File: config.mk
export PLATFORM = sky130hd
export DESIGN_NAME = row_ring_writer
export DESIGN_NICKNAME = d
export VERILOG_FILES = /design/src/rtl/row_ring_writer_pkg.sv /design/src/rtl/row_ring_writer_ring_ptr5.sv /design/src/rtl/row_ring_writer.sv
export SDC_FILE = /design/constraint.sdc
export NUM_CORES = 1
export LEC_CHECK = 0
export CAP_MARGIN = 10
export CORE_AREA = 2 2 46 48
export DETAILED_ROUTE_END_ITERATION = 6
export DIE_AREA = 0 0 48 50
export PLACE_DENSITY = 0.78
export REMOVE_ABC_BUFFERS = 1
export SYNTH_ARGS = -nofsm -noshare
export SYNTH_HDL_FRONTEND = slang
export SYNTH_SLANG_ARGS = --single-unit
File: constraint.sdc
create_clock -name clk -period 7.3 [get_ports clk]
set_clock_uncertainty 0.15 [all_clocks]
set_input_delay 1.46 -clock clk [delete_from_list [all_inputs] [get_ports clk]]
set_output_delay 1.46 -clock clk [all_outputs]
set_load 0.01 [all_outputs]
File: src/rtl/row_ring_writer_pkg.sv
// Shared constants and helpers for the 5-slot row ring.
package row_ring_writer_pkg;

   localparam int unsigned ROW_SLOTS = 5;
   localparam int unsigned WIN_ROWS  = 3;
   localparam int unsigned SLOT_W    = 3;

   // Advance a slot index 0,1,2,3,4,0,...
   function automatic logic [SLOT_W-1:0] slot_inc(input logic [SLOT_W-1:0] slot);
      logic [SLOT_W-1:0] nxt;
      if (slot == SLOT_W'(ROW_SLOTS - 1)) begin
         nxt = '0;
      end else begin
         nxt = slot + SLOT_W'(1);
      end
      return nxt;
   endfunction

endpackage

File: src/rtl/row_ring_writer_ring_ptr5.sv
// Mod-5 slot pointer with increment and synchronous clear.
module ring_ptr5
   import row_ring_writer_pkg::*;
(
   input  logic              clk,
   input  logic              rst_n,
   input  logic              clr,
   input  logic              inc,
   output logic [SLOT_W-1:0] ptr
);

   logic [SLOT_W-1:0] ptr_q;
   logic [SLOT_W-1:0] ptr_d;

   // Next pointer: clear wins over increment.
   always_comb begin
      ptr_d = ptr_q;
      if (clr) begin
         ptr_d = '0;
      end else if (inc) begin
         ptr_d = slot_inc(ptr_q);
      end
   end

   // Pointer register.
   always_ff @(posedge clk or negedge rst_n) begin
      if (!rst_n) begin
         ptr_q <= '0;
      end else begin
         ptr_q <= ptr_d;
      end
   end

   assign ptr = ptr_q;

endmodule

File: src/rtl/row_ring_writer.sv
// Writer end of a 5-slot row ring: places incoming pixels row by row into
// the ring and tracks how many complete rows the reader has not yet released.
module row_ring_writer
   import row_ring_writer_pkg::*;
#(
   parameter int unsigned COLS  = 16,
   parameter int unsigned DW    = 8,
   parameter int unsigned COL_W = 4
) (
   input  logic             clk,
   input  logic             rst_n,
   input  logic             clr,
   input  logic             in_valid,
   output logic             in_ready,
   input  logic [DW-1:0]    in_data,
   output logic             wr_en,
   output logic [2:0]       wr_row,
   output logic [COL_W-1:0] wr_col,
   output logic [DW-1:0]    wr_data,
   input  logic             rd_inc,
   output logic             win_valid,
   output logic [2:0]       row_cnt,
   output logic             row_done,
   output logic             err
);

   localparam logic [COL_W-1:0] LastCol = COL_W'(COLS - 1);

   logic [COL_W-1:0]  col_q, col_d;
   logic [SLOT_W-1:0] cnt_q, cnt_d;
   logic              done_q, done_d;
   logic              err_q, err_d;
   logic              accept;
   logic              row_complete;
   logic              row_release;
   logic [SLOT_W-1:0] slot;

   // Full ring (all 5 slots hold unreleased rows) back-pressures upstream.
   assign in_ready     = (cnt_q < SLOT_W'(ROW_SLOTS));
   assign win_valid    = (cnt_q >= SLOT_W'(WIN_ROWS));
   assign accept       = in_valid & in_ready;
   assign row_complete = accept & (col_q == LastCol);
   // A release with no full window is ignored and flagged as an error.
   assign row_release  = rd_inc & win_valid;

   ring_ptr5 u_row_ptr (
      .clk   (clk),
      .rst_n (rst_n),
      .clr   (clr),
      .inc   (row_complete),
      .ptr   (slot)
   );

   // Next-state for column, occupancy, row_done pulse and sticky error.
   always_comb begin
      col_d  = col_q;
      cnt_d  = cnt_q;
      done_d = 1'b0;
      err_d  = err_q;
      if (clr) begin
         col_d = '0;
         cnt_d = '0;
         err_d = 1'b0;
      end else begin
         if (accept) begin
            col_d = (col_q == LastCol) ? '0 : col_q + COL_W'(1);
         end
         if (row_complete && !row_release) begin
            cnt_d = cnt_q + SLOT_W'(1);
         end else if (!row_complete && row_release) begin
            cnt_d = cnt_q - SLOT_W'(1);
         end
         done_d = row_complete;
         if (rd_inc && !win_valid) begin
            err_d = 1'b1;
         end
      end
   end

   // State registers.
   always_ff @(posedge clk or negedge rst_n) begin
      if (!rst_n) begin
         col_q  <= '0;
         cnt_q  <= '0;
         done_q <= 1'b0;
         err_q  <= 1'b0;
      end else begin
         col_q  <= col_d;
         cnt_q  <= cnt_d;
         done_q <= done_d;
         err_q  <= err_d;
      end
   end

   assign wr_en    = accept;
   assign wr_row   = slot;
   assign wr_col   = col_q;
   assign wr_data  = in_data;
   assign row_cnt  = cnt_q;
   assign row_done = done_q;
   assign err      = err_q;

endmodule

==> metrics.md <==
| Metric | Value |
|---|---|
| Worst slew margin | `0.642` |
| Critical Path Fanout Max | `5` |
| Tmin final | `4320 ps` |
| Crit-path leading delay family | `buffers and inverters` |
| Setup Buffers After CTS | `0` |
| Ys Warns | `0` |
| Post-synth top flop | `dfrtp_1` |
| Detail Placement HPWL | `about 1.1 mm` |
| WP depth | `4` |
| Post-layout utilization of the core | `0.492` |
| Hold_ws | `~400 ps` |
| CORE AREA | `between 1500 and 2000 sq um` |
| CTS tree | `yes` |
| First-pass GRT wire length | `~2.4 mm` |
| CP arrival | `2710 ps` |
| PortBufs | `19` |
| Nets | `between 100 and 150` |
| Share of the synthesized area in the top cell type | `0.400` |
| FF+latch count, synth | `12` |
| CTS Hold Bufs | `0` |
| Critical path startpoint | `in_valid` |
| CP cell instances | `clkdlybuf4s50_1 > nand2_1 > inv_1 > clkdlybuf4s50_1` |
| Setup Total Neg Slack | `0 ps` |
| Worst Setup Start Kind | `input pin` |
| Synthesized area | `about 750 sq um` |
| CTS Buf Count | `3` |
| Cts repair resizes | `0` |
| Initial DRC Count | `11` |
| Post-route insts no fill | `119` |
| Register area share after synthesis | `0.400` |
| Flop2flop setup slack | `around 4900 ps` |
| Placed Cells | `~120` |
| Clock power share | `0.390` |
| Die width | `48 um` |
| LEAKAGE | `0.000412 uW` |
| Top area cells in the synthesized netlist | `dfrtp_1, buf_4, a21oi_1` |
| Routed len/inst | `around 12 um` |
| Worst-Margin Slew | `approximately 540 ps` |
| Die area | `2400 sq um` |
| Tcrit/Tclk final | `0.592` |
| Final wirelength | `about 1.5 mm` |
| Clock sink total | `12` |
| Synth Area per Inst | `9.50 sq um` |
| Vias post-DR | `between 600 and 700` |
| Crit. End Element | `output port` |
| Clk pin slew, worst setup/hold paths | `~80 ps` |
| # rows | `16` |
| Worst setup path end | `wr_en` |
| Maximum vdd ir drop | `between 0.06 and 0.07 mV` |
| Largest net degree at the start of global routing | `15` |
| Switching pwr | `about 30 uW` |
| Synth unique cells | `29` |
| Remaining DRCs | `0` |
| Number of global-route vias before repair | `580` |
| Switching fraction of total power | `0.227` |
| Total iterations of the first detailed-routing run | `4` |
| GRT Util Overall | `0.143` |
| Gp weighted congestion | `approximately 0.67` |
| Async SR Flop Fraction | `1.00` |
| Number of diodes | `0` |
| WP buf/inv | `3` |
| CP dominant cell by count | `clkdlybuf4s50_1` |
| WP data required | `around 5700 ps` |
| CP peak stage delay | `around 550 ps` |
| Final setup fails | `0` |
| Post-Layout Inst Area | `just over 900 sq um` |
| Share of post-route cells with drive strength above 1 | `0.130` |
| Initial Util | `0.395` |
| Max Slew Vio Count | `0` |
| R2r startpoint | `wr_col[0]` |
| Worst setup path class | `in -> out` |
| Drt via density | `5.07` |
| Int Pwr | `about 100 uW` |
| FF-to-FF path depth | `8` |
| Final hold violations | `0` |
| Most frequent cells after synthesis | `dfrtp_1, nor2_1, a21oi_1, buf_4` |
| Max-cap violations | `0` |
| Die height | `approximately 50 um` |
| Root Driver | `clkbuf_4` |
| Most common cell in the netlist | `dfrtp_1` |
| H-tree lvl count | `1` |
| Initial antenna violation count | `0` |
| Syn Inst Count | `between 70 and 80` |
| Status | `finished clean` |
| Number of enable flip-flop cells after synthesis | `0` |
| HP Class | `reg -> reg` |
| Remaining antenna violation count after routing | `0` |
| Sequential share of power | `0.515` |
| Area post-placement | `900 sq um` |
| Fill cell count | `between 150 and 200` |
| Clock buffer depth | `2` |
| Yosys top cell by area | `dfrtp_1` |
| Comb power frac | `0.095` |
| Syn-to-layout area delta | `24.7%` |
| CP max stage cell | `clkdlybuf4s50_1` |
| RSZ-0062 raised after global routing | `no` |
| PwrDens | `144 nW/um^2` |
| Worst-Skew Late Latency | `270 ps` |
| Total gr overflow | `0` |
| IO Pins | `36` |
| R2R Path End | `row_cnt[2]` |
| Fmax | `between 0.2 and 0.25 GHz` |
-- state kept, by name (all words and copies together) (netlist names) --
signal and count:
u_row_ptr.ptr 3, wr_col 4, err 1, row_done 1, row_cnt 3
-- placed cells by master, fill, tap and decap left out, types with 2 or more instances in the layout --
master and instances:
clkdlybuf4s50_1 19, clkbuf_4 3, nand3_1 4, ha_1 3
nand2_1 5, o21ai_0 2, inv_1 5, a21oi_1 8
mux2i_1 2, dfrtp_1 12, nor2_1 10, mux2_2 2
-- kinds of logic after synthesis --
family          Yosys count  share of synthesized area
compound gates           17                      0.147
xor+xnor                  2                     0.0333
fa+ha+maj                 4                     0.0767
buf+inv                  17                      0.138
flops                    12                      0.400
mux                       4                     0.0567
simple gates             23                      0.148
-- power by group through the flow --
stage | registers, uW | clock network, uW | logic (uW)
3_3_place_gp | 70.5 | 0 | 12.8
2_1_floorplan | 71.0 | 0 | 3.37
6_report | 69.5 | 52.7 | 12.8
3_5_place_dp | 70.8 | 0 | 13.1
5_1_grt | 69.6 | 56.4 | 14.8
4_1_cts | 69.5 | 54.4 | 13.2
-- through the flow --
stage,power [uW],setup WS [ps]
4_1_cts,137,2970
2_1_floorplan,74.4,4070
6_report,135,2980
3_5_place_dp,83.9,2980
5_1_grt,141,2930
3_3_place_gp,83.3,3000
-- worst reg2reg max path, delay by kind of cell (launching register included) --
kind            cells  cell delay (ps)
compound gates      4              760
fa+ha+maj           2              660
flops               1              450
simple gates        2              350
-- worst min path at each step --
| stage | start | to | slack, ps | cells past startpoint |
|---|---|---|---|---|
| 2_1_floorplan | err | err | 380 | 2 |
| 3_3_place_gp | err | err | 350 | 2 |
| 3_5_place_dp | err | err | 380 | 2 |
| 4_1_cts | err | err | 400 | 2 |
| 5_1_grt | err | err | 420 | 2 |
| 6_report | err | err | 400 | 2 |
-- layout make-up --
type / instances / area (sq um) / area share
inverters: 7 / 28.8 / 0.0307
flip-flops and latches: 12 / 300 / 0.321
multi-input cells: 50 / 347 / 0.370
well taps: 27 / 33.8 / 0.0361
clock buffers: 4 / 36.3 / 0.0388
repair buffers: 19 / 190 / 0.203
-- per-layer routing --
metal / up-vias / wire length, um / GRT usage / share of wire
li1: 288 / - / - / -
met1: 284 / 589 / 0.143 / 0.40
met2: 29 / 750 / 0.229 / 0.51
met3: 2 / 95 / 0.0586 / 0.065
met4: 0 / 23 / 0.0946 / 0.016
met5: - / 0 / 0 / 0
Note: power is estimated with default switching activity, not from simulation.
